### config.mk
export PLATFORM = sky130hd
export DESIGN_NAME = config_chain_loader
export DESIGN_NICKNAME = d
export VERILOG_FILES = /design/src/rtl/fabric_cfg_pkg.sv /design/src/rtl/cfg_serdes.sv /design/src/rtl/config_chain_loader.sv
export SDC_FILE = /design/constraint.sdc
export NUM_CORES = 1
export LEC_CHECK = 0
export ABC_AREA = 0
export CELL_PAD_IN_SITES_DETAIL_PLACEMENT = 1
export CELL_PAD_IN_SITES_GLOBAL_PLACEMENT = 2
export CORE_UTILIZATION = 30
export DETAILED_ROUTE_END_ITERATION = 16
export PLACE_DENSITY = 0.85
export SLEW_MARGIN = 10
export SYNTH_ARGS = -nofsm -noshare
export SYNTH_HDL_FRONTEND = slang
export SYNTH_SLANG_ARGS = --single-unit
### constraint.sdc
create_clock -name clk -period 4.7 [get_ports clk]
set_input_delay 0.94 -clock clk [delete_from_list [all_inputs] [get_ports clk]]
set_output_delay 0.94 -clock clk [all_outputs]
set_load 0.02 [all_outputs]
### src/rtl/fabric_cfg_pkg.sv
// Shared definitions for the fabric configuration chain loaders: the loader
// state encoding and the chain lengths of the tile chains it serves.
package fabric_cfg_pkg;

  typedef enum logic [2:0] {
    IDLE   = 3'd0,
    FETCH  = 3'd1,
    SHIFT  = 3'd2,
    DRAIN  = 3'd3,
    COMMIT = 3'd4,
    DONE   = 3'd5
  } state_t;

  // Config chain lengths per tile chain type.
  localparam int CB_N_CHAIN_LEN = 330;
  localparam int CB_E_CHAIN_LEN = 330;
  localparam int SB_CHAIN_LEN   = 480;

  // Number of config words needed to cover a chain.
  function automatic int nwords(input int chain_len, input int word);
    return (chain_len + word - 1) / word;
  endfunction

endpackage

### src/rtl/cfg_serdes.sv
// Word-wide serializer/deserializer for one config chain: a PISO feeding
// shift_in LSB-first and a SIPO capturing the displaced chain bits at the
// index of the bit currently being shifted.
module cfg_serdes #(
  parameter int WORD = 32
) (
  input  logic                    clk,
  input  logic                    rst,
  input  logic                    load,
  input  logic [WORD-1:0]         load_data,
  input  logic                    clear,
  input  logic                    shift,
  input  logic [$clog2(WORD)-1:0] idx,
  input  logic                    sin,
  output logic                    sout,
  output logic [WORD-1:0]         par_data
);

  logic [WORD-1:0] wsr;
  logic [WORD-1:0] rsr;

  // Outgoing word: load on accept, then drop one bit per shift cycle.
  always_ff @(posedge clk or negedge rst) begin
    if (!rst) begin
      wsr <= '0;
    end else if (load) begin
      wsr <= load_data;
    end else if (shift) begin
      wsr <= wsr >> 1;
    end
  end

  // Readback word: cleared per word so bits beyond a short final word stay 0.
  always_ff @(posedge clk or negedge rst) begin
    if (!rst) begin
      rsr <= '0;
    end else if (clear) begin
      rsr <= '0;
    end else if (shift) begin
      rsr[idx] <= sin;
    end
  end

  assign sout     = wsr[0];
  assign par_data = rsr;

endmodule

### src/rtl/config_chain_loader.sv
// Loads one tile config shift chain from a word stream, returns the displaced
// chain contents as readback words, and pulses set_in once the whole chain has
// been rewritten. A final word shorter than WORD has its upper bits discarded.
module config_chain_loader
  import fabric_cfg_pkg::*;
#(
  parameter int CHAIN_LEN = 330,
  parameter int WORD      = 32
) (
  input  logic            clk,
  input  logic            rst,
  input  logic            start,
  output logic            busy,
  output logic            done,
  input  logic [WORD-1:0] wr_data,
  input  logic            wr_valid,
  output logic            wr_ready,
  output logic [WORD-1:0] rd_data,
  output logic            rd_valid,
  input  logic            rd_ready,
  output logic            cen,
  output logic            shift_in,
  input  logic            shift_out,
  output logic            set_in
);

  localparam int CNTW = $clog2(CHAIN_LEN + 1);
  localparam int KW   = $clog2(WORD);

  state_t          state;
  logic [CNTW-1:0] bit_cnt;   // chain bits shifted so far in this load
  logic [KW-1:0]   k;         // bit index within the current word
  logic            last;      // current word completes the chain
  logic            accept;
  logic            chain_end;
  logic            word_end;
  logic            ser_bit;

  assign accept    = wr_valid && wr_ready;
  assign chain_end = (bit_cnt == CNTW'(CHAIN_LEN - 1));
  assign word_end  = (k == KW'(WORD - 1));

  // Load sequencing: fetch a word, shift it out, drain readback, repeat, commit.
  always_ff @(posedge clk or negedge rst) begin
    if (!rst) begin
      state   <= IDLE;
      bit_cnt <= '0;
      k       <= '0;
      last    <= 1'b0;
    end else begin
      case (state)
        IDLE, DONE: begin
          if (start) begin
            state   <= FETCH;
            bit_cnt <= '0;
            last    <= 1'b0;
          end
        end
        FETCH: begin
          if (accept) begin
            state <= SHIFT;
            k     <= '0;
          end
        end
        SHIFT: begin
          k <= k + 1'b1;
          // Held at CHAIN_LEN-1 rather than wrapping once the chain is full.
          if (!chain_end) begin
            bit_cnt <= bit_cnt + 1'b1;
          end
          if (chain_end) begin
            last  <= 1'b1;
            state <= DRAIN;
          end else if (word_end) begin
            state <= DRAIN;
          end
        end
        DRAIN: begin
          if (rd_ready) begin
            state <= last ? COMMIT : FETCH;
          end
        end
        COMMIT: begin
          state <= DONE;
        end
        default: begin
          state <= IDLE;
        end
      endcase
    end
  end

  assign busy     = (state == FETCH) || (state == SHIFT) ||
                    (state == DRAIN) || (state == COMMIT);
  assign done     = (state == DONE);
  assign wr_ready = (state == FETCH);
  assign rd_valid = (state == DRAIN);
  assign cen      = (state == SHIFT);
  assign set_in   = (state == COMMIT);
  assign shift_in = cen & ser_bit;

  cfg_serdes #(
    .WORD (WORD)
  ) u_serdes (
    .clk       (clk),
    .rst       (rst),
    .load      (accept),
    .load_data (wr_data),
    .clear     (accept),
    .shift     (cen),
    .idx       (k),
    .sin       (shift_out),
    .sout      (ser_bit),
    .par_data  (rd_data)
  );

endmodule

Yosys cells after proc, flatten, opt, wreduce, memory -nomap -nowiden
Index checks and enable logic that the tools add are counted.

word-level totals
  register bits = 82
  input port bits = 38
  output and inout bits = 39
  logic and storage cells = 60

cells by class
  add/subtract/negate cells = 2
  $lt $le $gt $ge = 2
  equality and inequality tests = 13
  muxes and demuxes = 22
  bitwise gates (word level) = 1
  reductions and logical operators = 14

operators with widths
  cell                                                        number
  2-to-1 mux 32 bit                                           4
  bitwise mux 32 bit                                          1
  2-to-1 mux 3 bit                                            6
  2-to-1 mux 9 bit                                            2
  case mux 9 bit (2 select lines)                             1
  case mux 3 bit (5 select lines)                             1
  case mux 5 bit (2 select lines)                             1
  adder 9 x 1 -> 9 bit, second input constant                 1
  equality test 9 bit, second input constant                  1
  equality test 3 x 2 -> 1 bit, second input constant         2
  equality test 3 bit, second input constant                  2
  less-than comparator 5 x 6 -> 1 bit, second input constant  1
  != test 2 x 1 -> 1 bit, second input constant               3
  AND reduction 3 bit                                         2
  nonzero test 2 bit                                          3
  adder 5 x 1 -> 5 bit, second input constant                 1
  demux 1 bit (select 5 bit)                                  1
  equality test 5 bit, second input constant                  1
  >= comparator 5 x 1 -> 1 bit, second input constant         1
  2-to-1 mux 5 bit                                            1
  != test 2 bit, second input constant                        2
  AND reduction 4 bit                                         1
  equality test 3 x 1 -> 1 bit, second input constant         1
  logical NOT 3 bit                                           1
  8 further kinds                                             13

Depth between registers and ports, before layout
Gate-level depths: netlist (run 1).

  depth in word-level cells = 7
  depth in mapped cells = 7
  gate-level depth less buffers = 6

Cells and area by module
From an unflattened synthesis (run 1), not the netlist that was laid out.

second synthesis, totals
  cell total of the unflattened synthesis = 408
  area total of the unflattened synthesis = 4,175.3 um^2

by module, submodules not included
  module               instances  cells each  area each (um^2)  sequential area each (um^2)
  cfg_serdes           1          289         3,061.7           1,601.5
  config_chain_loader  1          119         1,113.6           450.4

Worst setup path after synthesis (run 1)
OpenSTA, ideal clock, no wires.

  path kind = register to output
  from = register state[2]
  to = output port shift_in
  arrival = 1,513 ps
  required time = 3,760 ps
  slack = 2,247 ps
  cell stages (with the launch flop) = 6
  buffers on the path = 3
  path through = dfrtp_1 > buf_2 > or3b_4 > buf_4 > buf_2 > nor2_1

on the way
  longest elaborated chain between the ends = 2

RTL lines
  item                          RTL line                    text
  start, declared               config_chain_loader.sv:30   state_t state;
  start signal, assigned        config_chain_loader.sv:80   state <= last ? COMMIT : FETCH;
  equality test 3 x 2 -> 1 bit  config_chain_loader.sv:98   assign cen = (state == SHIFT);
  AND 1 bit                     config_chain_loader.sv:100  assign shift_in = cen & ser_bit;
  end, declared                 config_chain_loader.sv:22   output logic shift_in,

No other way between the ends.

Worst setup path after layout (run 1)
Same ends and word-level chain as after synthesis.

==> results of run 1 <==
-- per-stage QoR --
| step | worst slack, ps | instances |
|---|---|---|
| 3_3_place_gp | 1727 | 652 |
| 5_1_grt | 1237 | 668 |
| 3_5_place_dp | 1688 | 652 |
| 6_report | 1339 | 668 |
| 4_1_cts | 1316 | 668 |
| 2_1_floorplan | 2247 | 426 |
-- power breakdown --
part,internal [mW],switching [mW]
clock,0.478,0.278
combinational,0.377,0.518
sequential,0.894,0.154
-- worst min-delay path by stage --
stage                          start                     to  slack [ps]  depth (start not counted)
2_1_floorplan             bit_cnt[5]             bit_cnt[5]         460                          1
3_3_place_gp              bit_cnt[5]             bit_cnt[5]         490                          1
3_5_place_dp              bit_cnt[5]             bit_cnt[5]         510                          1
4_1_cts                   bit_cnt[5]             bit_cnt[5]         520                          1
5_1_grt        u_serdes.par_data[13]  u_serdes.par_data[13]         560                          2
6_report                  bit_cnt[5]             bit_cnt[5]         520                          1
-- registers in the layout, indices dropped and copies added (netlist names) --
| register | count |
|---|---|
| u_serdes.par_data | 32 |
| u_serdes.wsr | 32 |
| bit_cnt | 9 |
| k | 5 |
| state | 3 |
| last | 1 |
-- synthesized netlist by cell type, drive strengths merged (3+ instances only) --
master | number | area [µm²]
dfrtp | 82 | 2052
o21ai | 61 | 320.3
nand2 | 54 | 202.7
mux2i | 47 | 470.5
nor2 | 41 | 153.9
nand3 | 25 | 125.1
a21oi | 18 | 90.09
buf | 18 | 97.59
clkbuf | 11 | 41.29
ha | 7 | 87.58
inv | 6 | 22.52
nor3b | 5 | 42.54
and2 | 4 | 25.02
nand3b | 4 | 30.03
nand4 | 4 | 25.02
nand4bb | 4 | 45.04
a31oi | 3 | 18.77
nor3 | 3 | 15.01
-- per-layer routing --
layer,GRT usage (%),up-vias
li1,-,1603
met1,20.66,1634
met2,23.95,59
met3,2.538,12
met4,6.646,0
met5,0,-
-- worst register-to-register path: stages, from the launching register on --
cell	delay, ps
dfrtp_1	560
or3b_4	710
inv_2	150
buf_4	380
o21ai_4	160
o21ai_2	190
mux2_1	350
-- layout make-up --
class	count	area, µm²
Multi-Input combinational cell	309	1909
Sequential cell	82	2052
Tap cell	176	220.2
Fill cell	1520	7990
Clock buffer	11	242.7
Timing Repair Buffer	79	780.7
Inverter	6	22.52
Clock inverter	5	77.57
-- kinds of logic (layout without fill, tap and decap cells) --
family                     count (synthesis)  in the layout  synth area share [%]
buffers and inverters                     35            101                 3.916
adders and majority gates                  7              7                 2.125
DFF                                       82             82                 49.79
muxes                                     49             49                 11.96
and+or+nand+nor                          158            158                 18.91
xor gates and xnor gates                   2              2                0.4251
AOI/OAI and AO/OA                         93             93                 12.87
==> results summary, run 1 <==
The run finished with clean final reports. The worst-skew pair later-pin latency is 340 ps. Setup violations remaining at the end of the flow were counted as 0. The via count of the first global-routing pass is 3425. The count of boundary I/O pins is 77. The count of unique library cells instantiated by Yosys is 48.

For the pin with the worst max-slew slack, the measured transition is between 1000 and 1500 ps. During synthesis, Yosys emitted a total of 0 warnings. The commonest register cell after synthesis is dfrtp_1. The async set-reset flop share out of synthesis is 100.0%. VDD sags by at most 257.9 µV.

The part of the cycle the worst path needs came out at 71.51%. The library cell used most frequently in the layout, excluding fill and tap cells, is dfrtp_1. The tree is rooted in a clkbuf_16. For the worst flop-to-flop path, the logic depth is 6. The worst setup skew after layout came out at 5.375 ps. STA puts the critical path data required time at 3760 ps. The summed instance area of the synthesized netlist is 0.004121 mm². The via count is around 3300. The share of cells above drive strength 1 came out at 6.301%. The initial cell density of the core is 31.00%. The total global routing track utilization is 15.26%. The category of cells accounting for the largest share of critical-path delay is simple AND/OR/NAND/NOR gates. The number of antenna diodes in the final layout is 0. The row count came out at 42. The first routing iteration left 153 violations. The number of gates resized after CTS is 0. The die outline height came out at 119.2 µm. The routed design has 10200 µm of wire.

The detailed-route DRC error count is 0. Summed over all layers, the global routing overflow is 0. The worst register-to-register path begins at state[2]. The endpoint identified for the worst register-to-register timing path is state[2]. Entering global routing, the biggest net connects 83 pins. The H-tree depth is 3. The number of flops mapped to enable cells by yosys is 0. The signal on the critical path passes through or3b_4, nor2_1, clkdlybuf4s50_1. In this run the tool buffered the top-level ports with 76 buffer cells. The highest layer used for signal routing is met4. The worst path arrival time came out at between 2000 and 2500 ps. The number of antenna violations at the first check in global routing came out at 0. The wire length the detailed router placed on met1 is 4950 µm. The total leakage power came out at about 2.4 nW. The number of sinks handled by clock tree synthesis came out at 82. The category of the most critical setup path is reg2out.

The finished cells cover around 0.0053 mm². The met3 routed wirelength came out at 296 µm. In this run the worst setup path begins at state[2]. The clock transition time at the flip-flop clock pins of the worst setup and hold paths came out at 60 ps. The total area inside the core boundary comes to 0.01330 mm². The final RePlAce weighted congestion came out at 0.7542. Across the run, the number of max-cap violations was 0. Together, buffers and inverters on the worst path number 1.

The met2 wirelength from detailed routing is roughly 4800 µm. Power comes to 2.700 mW. The detail-routed via count per cell is 4.952. The end of the critical path is shift_in. The critical path depth is 3. The total number of nets in the final design is 532. The maximum clock frequency is 297.5 MHz. The minimum period implied by the final worst setup slack is 3361 ps. The clock passes through at most 2 buffers. The startpoint class of the critical path is a flop. Relative to the synthesized area, the layout overhead comes to 28.72%. Setup repair after global routing left no endpoint under its margin. After technology mapping, the gate count stands at 426.

The die covers roughly 0.014 mm². The tightest min-delay check is of the reg2reg type. The final core utilization came out at 39.90%. The internal reg-to-reg setup slack is 2080 ps. The hold buffer count at CTS came out at 0.

The final hold violation count came out at 0. The final max-slew violation count was 0. From left edge to right edge, the die measures about 120 µm. The average detailed-routed wire length per instance came out at 15.26 µm. The headroom to the max-slew limit came out at 28.38%. The detailed-placement wirelength estimate came out at 6890 µm. The power per unit of standard cell area came out at 508.9 mW/mm².

For the final routed database, the setup TNS stands at 0 ps. The top cell types in the final layout, fill and taps aside, are 82 x dfrtp_1, 75 x clkdlybuf4s50_1, 59 x o21ai_0, 54 x nand2_1, 47 x mux2i_1. The first global-routing pass estimated 17060 µm of wire. Once the clock tree was built, the setup fixing pass inserted 0 buffers. The mean instance size in the synthesized netlist is ~9.7 µm². On the final layout, the worst hold slack is around 520 ps.

The largest individual stage delay along the critical path comes from the cell or3b_4. The stage delay of the slowest cell on the critical path came out at 700 ps. The worst setup path is captured at an output pin. The net count after synthesis is between 400 and 500. The number of iterations in the first detailed-routing pass came out at 4.

The post-synthesis register bit count is 82. The CTS tree is built. The count of nets left with antenna violations once routing finished came out at 0. The highest net fanout along the worst path is 39. The placement-stage cell area is 0.004985 mm². After synthesis, flip-flops and latches occupy 49.79% of the total area. The TritonCTS buffer count is 9.
No activity file was read; power rests on OpenSTA's default activity.
==> inputs of run 2 (changes only) <==
Clock period 4.7 ns to 3.1 ns, I/O delays scaled along.
==> run 2 against run 1 <==
Against the previous run:
- sequential share of layout area is 0.25 points lower
- global-route usage is 0.13 points higher
- largest cell class unchanged
- first-iteration DRC count rose by 2.6%
- setup slack worse by 990 ps
==> results summary, run 2 (same netlist as run 1, synthesis figures left out) <==
The highest net fanout along the worst path is 13 (was 39). The number of antenna violations at the first check in global routing is 0 (unchanged). The class of the most critical hold timing path is in2async (was reg2reg). The initial cell density of the core is 31.00% (unchanged).

The stage delay of the slowest cell on the critical path is 610 ps (was 700 ps). The leading cell type in the layout, fill and taps excluded is dfrtp_1 (unchanged). The via count came out at 3295 (was 3308).

The number of buffers on the longest clock path was 2 (unchanged). The row count came out at 42 (unchanged). The wire length of the first global-routing pass was 17340 µm (was 17060 µm). The H-tree depth came out at 3 (unchanged).

The minimum hold slack was 424.1 ps (was 518.8 ps). The max-cap violation count is 0 (unchanged). The total die area came out at 0.01421 mm² (unchanged). The final core utilization was 40.17% (was 39.90%). The transition time at the pin with the least slew margin came to 1069 ps (was 1071 ps).

The number of placed cells counting well taps was 655 (was 652). The total core area is 0.01330 mm² (unchanged). The total number of nets in the final design is 535 (was 532). The total global routing track utilization came out at 15.39% (was 15.26%). The switching power share of the total is 34.74% (was 35.21%). Cells along the critical path: or3b_4, nor2_1, clkdlybuf4s50_1 (unchanged). The net switching power figure is 1.432 mW (was 950.5 µW). The setup TNS came to 0 ps (unchanged). The final count of negative-setup-slack endpoints is 0 (unchanged).

The worst path arrival time is 2140 ps (was 2420 ps). The worst-skew pair later-pin latency is 340 ps (about the same). The via count of the first global-routing pass came to 3423 (was 3425).

The startpoint class of the critical path is a flop (unchanged). The placement-stage cell area is 0.005020 mm² (was 0.004985 mm²). The average detailed-routed wire length per instance came out at 15.15 µm (was 15.26 µm). The number of cells traversed by the worst register-to-register path is 6 (unchanged). The power per unit of standard cell area is 771.9 mW/mm² (was 508.9 mW/mm²).

The detailed-placement wirelength estimate was 6939 µm (was 6890 µm). RSZ-0062 raised after global routing: no (unchanged). The remaining number of nets flagged by the antenna check after routing is 0 (unchanged). The internal power contribution came to 2.690 mW (was 1.749 mW). The highest-utilization routing layer at the global route stage was met2 (unchanged). The maximum vdd drop came out at 254.9 µV (was 257.9 µV).

The final RePlAce weighted congestion came out at 0.7535 (was 0.7542). The total of buffers placed on input and output ports is 76 (unchanged). The final worst setup slack is 344.5 ps (was 1339 ps).

The internal reg-to-reg setup slack is 780 ps (was 2080 ps). The number of non-filler instances in the completed layout was 670 (was 668). The headroom to the max-slew limit is 28.74% (was 28.38%). The count of buffers added by post-CTS timing repair for setup came out at 0 (unchanged). Top library cells by usage in the layout, fill and taps aside: 82 x dfrtp_1, 75 x clkdlybuf4s50_1, 59 x o21ai_0, 54 x nand2_1, 47 x mux2i_1 (unchanged).

The worst setup slack before clock tree synthesis is 679.9 ps (was 1688 ps). The minimum period implied by the final worst setup slack is ~2800 ps. The worst setup skew after layout came to 10.21 ps (was 5.375 ps). The worst-path cell with the longest stage delay is clkdlybuf4s50_1 (was or3b_4).

The total global routing overflow came out at 0 (unchanged). The hold buffer count at CTS is 0 (unchanged). The width of the chip is 119.2 µm (unchanged). The met2 demand-to-capacity share in global routing came to 24.38% (was 23.95%).

The number of gates resized after CTS came out at 0 (unchanged). The count of boundary I/O pins came out at 77 (unchanged). The maximum clock frequency came out at 362.9 MHz. The final max-slew violation count came out at 0 (unchanged). The clock transition time at the flip-flop clock pins of the worst setup and hold paths came out at 60 ps (about the same). In the finished design, the share of the clock period the worst path needs comes to 88.89%. The logic gate share of total power is 33.6% (was 33.2%).

The first-iteration detailed-routing DRC count was 157 (was 153). The area of all placed cells without fillers is 0.005340 mm² (was 0.005305 mm²). The detailed-route DRC error count came out at 0 (unchanged).

The met3 track utilization from global routing came to 4.358% (was 2.538%). The final hold violation count came to 0 (unchanged). The routed wire length came out at 10150 µm (was 10200 µm).

Result of the run: complete, no violations (unchanged). The sequential cell fraction of total power was 38.5% (was 38.8%). The category of the most critical setup path is reg2out (unchanged). The count of antenna diodes in the layout is 0 (unchanged). The detail-routed via count per cell is 4.918 (was 4.952). The worst endpoint required time was 2480 ps (was 3760 ps). The CTS tree was built (unchanged). The area added between synthesis and finish came to 29.57% (was 28.72%). The clock group share of total power is 28.0% (about the same). The overall power of the completed layout came out at 4.122 mW (was 2.700 mW).

The met1 track demand over resource in global routing came out at 20.44% (was 20.66%). The maximum number of pins on one net before global-route repair came out at 83 (unchanged). The total leakage power is 2.401 nW (was 2.383 nW). The share of cells above drive strength 1 came to 6.478% (was 6.301%). The die outline height is 119.2 µm (unchanged). The cell chosen for the clock root is clkbuf_16 (unchanged). The critical path capture point type was an output pin (unchanged). The number of sinks handled by clock tree synthesis came out at 82 (unchanged).

The startpoint of the worst register-to-register path is state[1] (was state[2]). The number of iterations in the first detailed-routing pass was 4 (unchanged). The TritonCTS buffer count came out at 9 (unchanged).

The reg-to-reg endpoint was state[0] (was state[2]).
==> run 2: cell types whose count changed in the layout (fill, tap and decap cells not counted) <==
cell	before	now
clkinv_2	2	0
buf_4	4	6
clkbuf_1	1	2
clkinvlp_4	1	0
buf_12	0	1
clkbuf_8	1	2
==> run 2: area by class of cell <==
cell class                      instances  area (µm²)
Clock buffer                           13       260.3
Clock inverter                          2       60.06
Fill cell                            1524        7955
Inverter                                6       22.52
Multi-Input combinational cell        309        1909
Sequential cell                        82        2052
Tap cell                              176       220.2
Timing Repair Buffer                   82       815.8
==> run 2: worst max-delay path by stage <==
stage               startpoint        to  slack [ps]
floorplan             state[2]  shift_in         970
global placement      state[1]  shift_in         710
detailed placement    state[1]  shift_in         680
CTS                   state[1]  shift_in         310
global route          state[1]  shift_in         260
finish                state[1]  shift_in         340
==> run 2: power groups by stage <==
stage                     clock network, mW  registers, mW  logic, mW
after floorplan                           0           1.53       1.02
after global placement                    0           1.59       1.36
after detailed placement                  0           1.61       1.40
after CTS                              1.18           1.59       1.41
after global routing                   1.22           1.63       1.55
final                                  1.15           1.59       1.38
==> run 2: routing by layer <==
layer  vias to the layer above  wire [µm]
met2                        51       4828
met4                         0        100
li1                       1607          -
met5                         -          0
met3                         7        368
met1                      1630       4855
==> run 2: critical path: cells and delay by family (launching register included) <==
| kind | cells | cell delay [ps] |
|---|---|---|
| AND/OR/NAND/NOR | 2 | 620 |
| buffers and inverters | 1 | 610 |
| flip-flops | 1 | 560 |
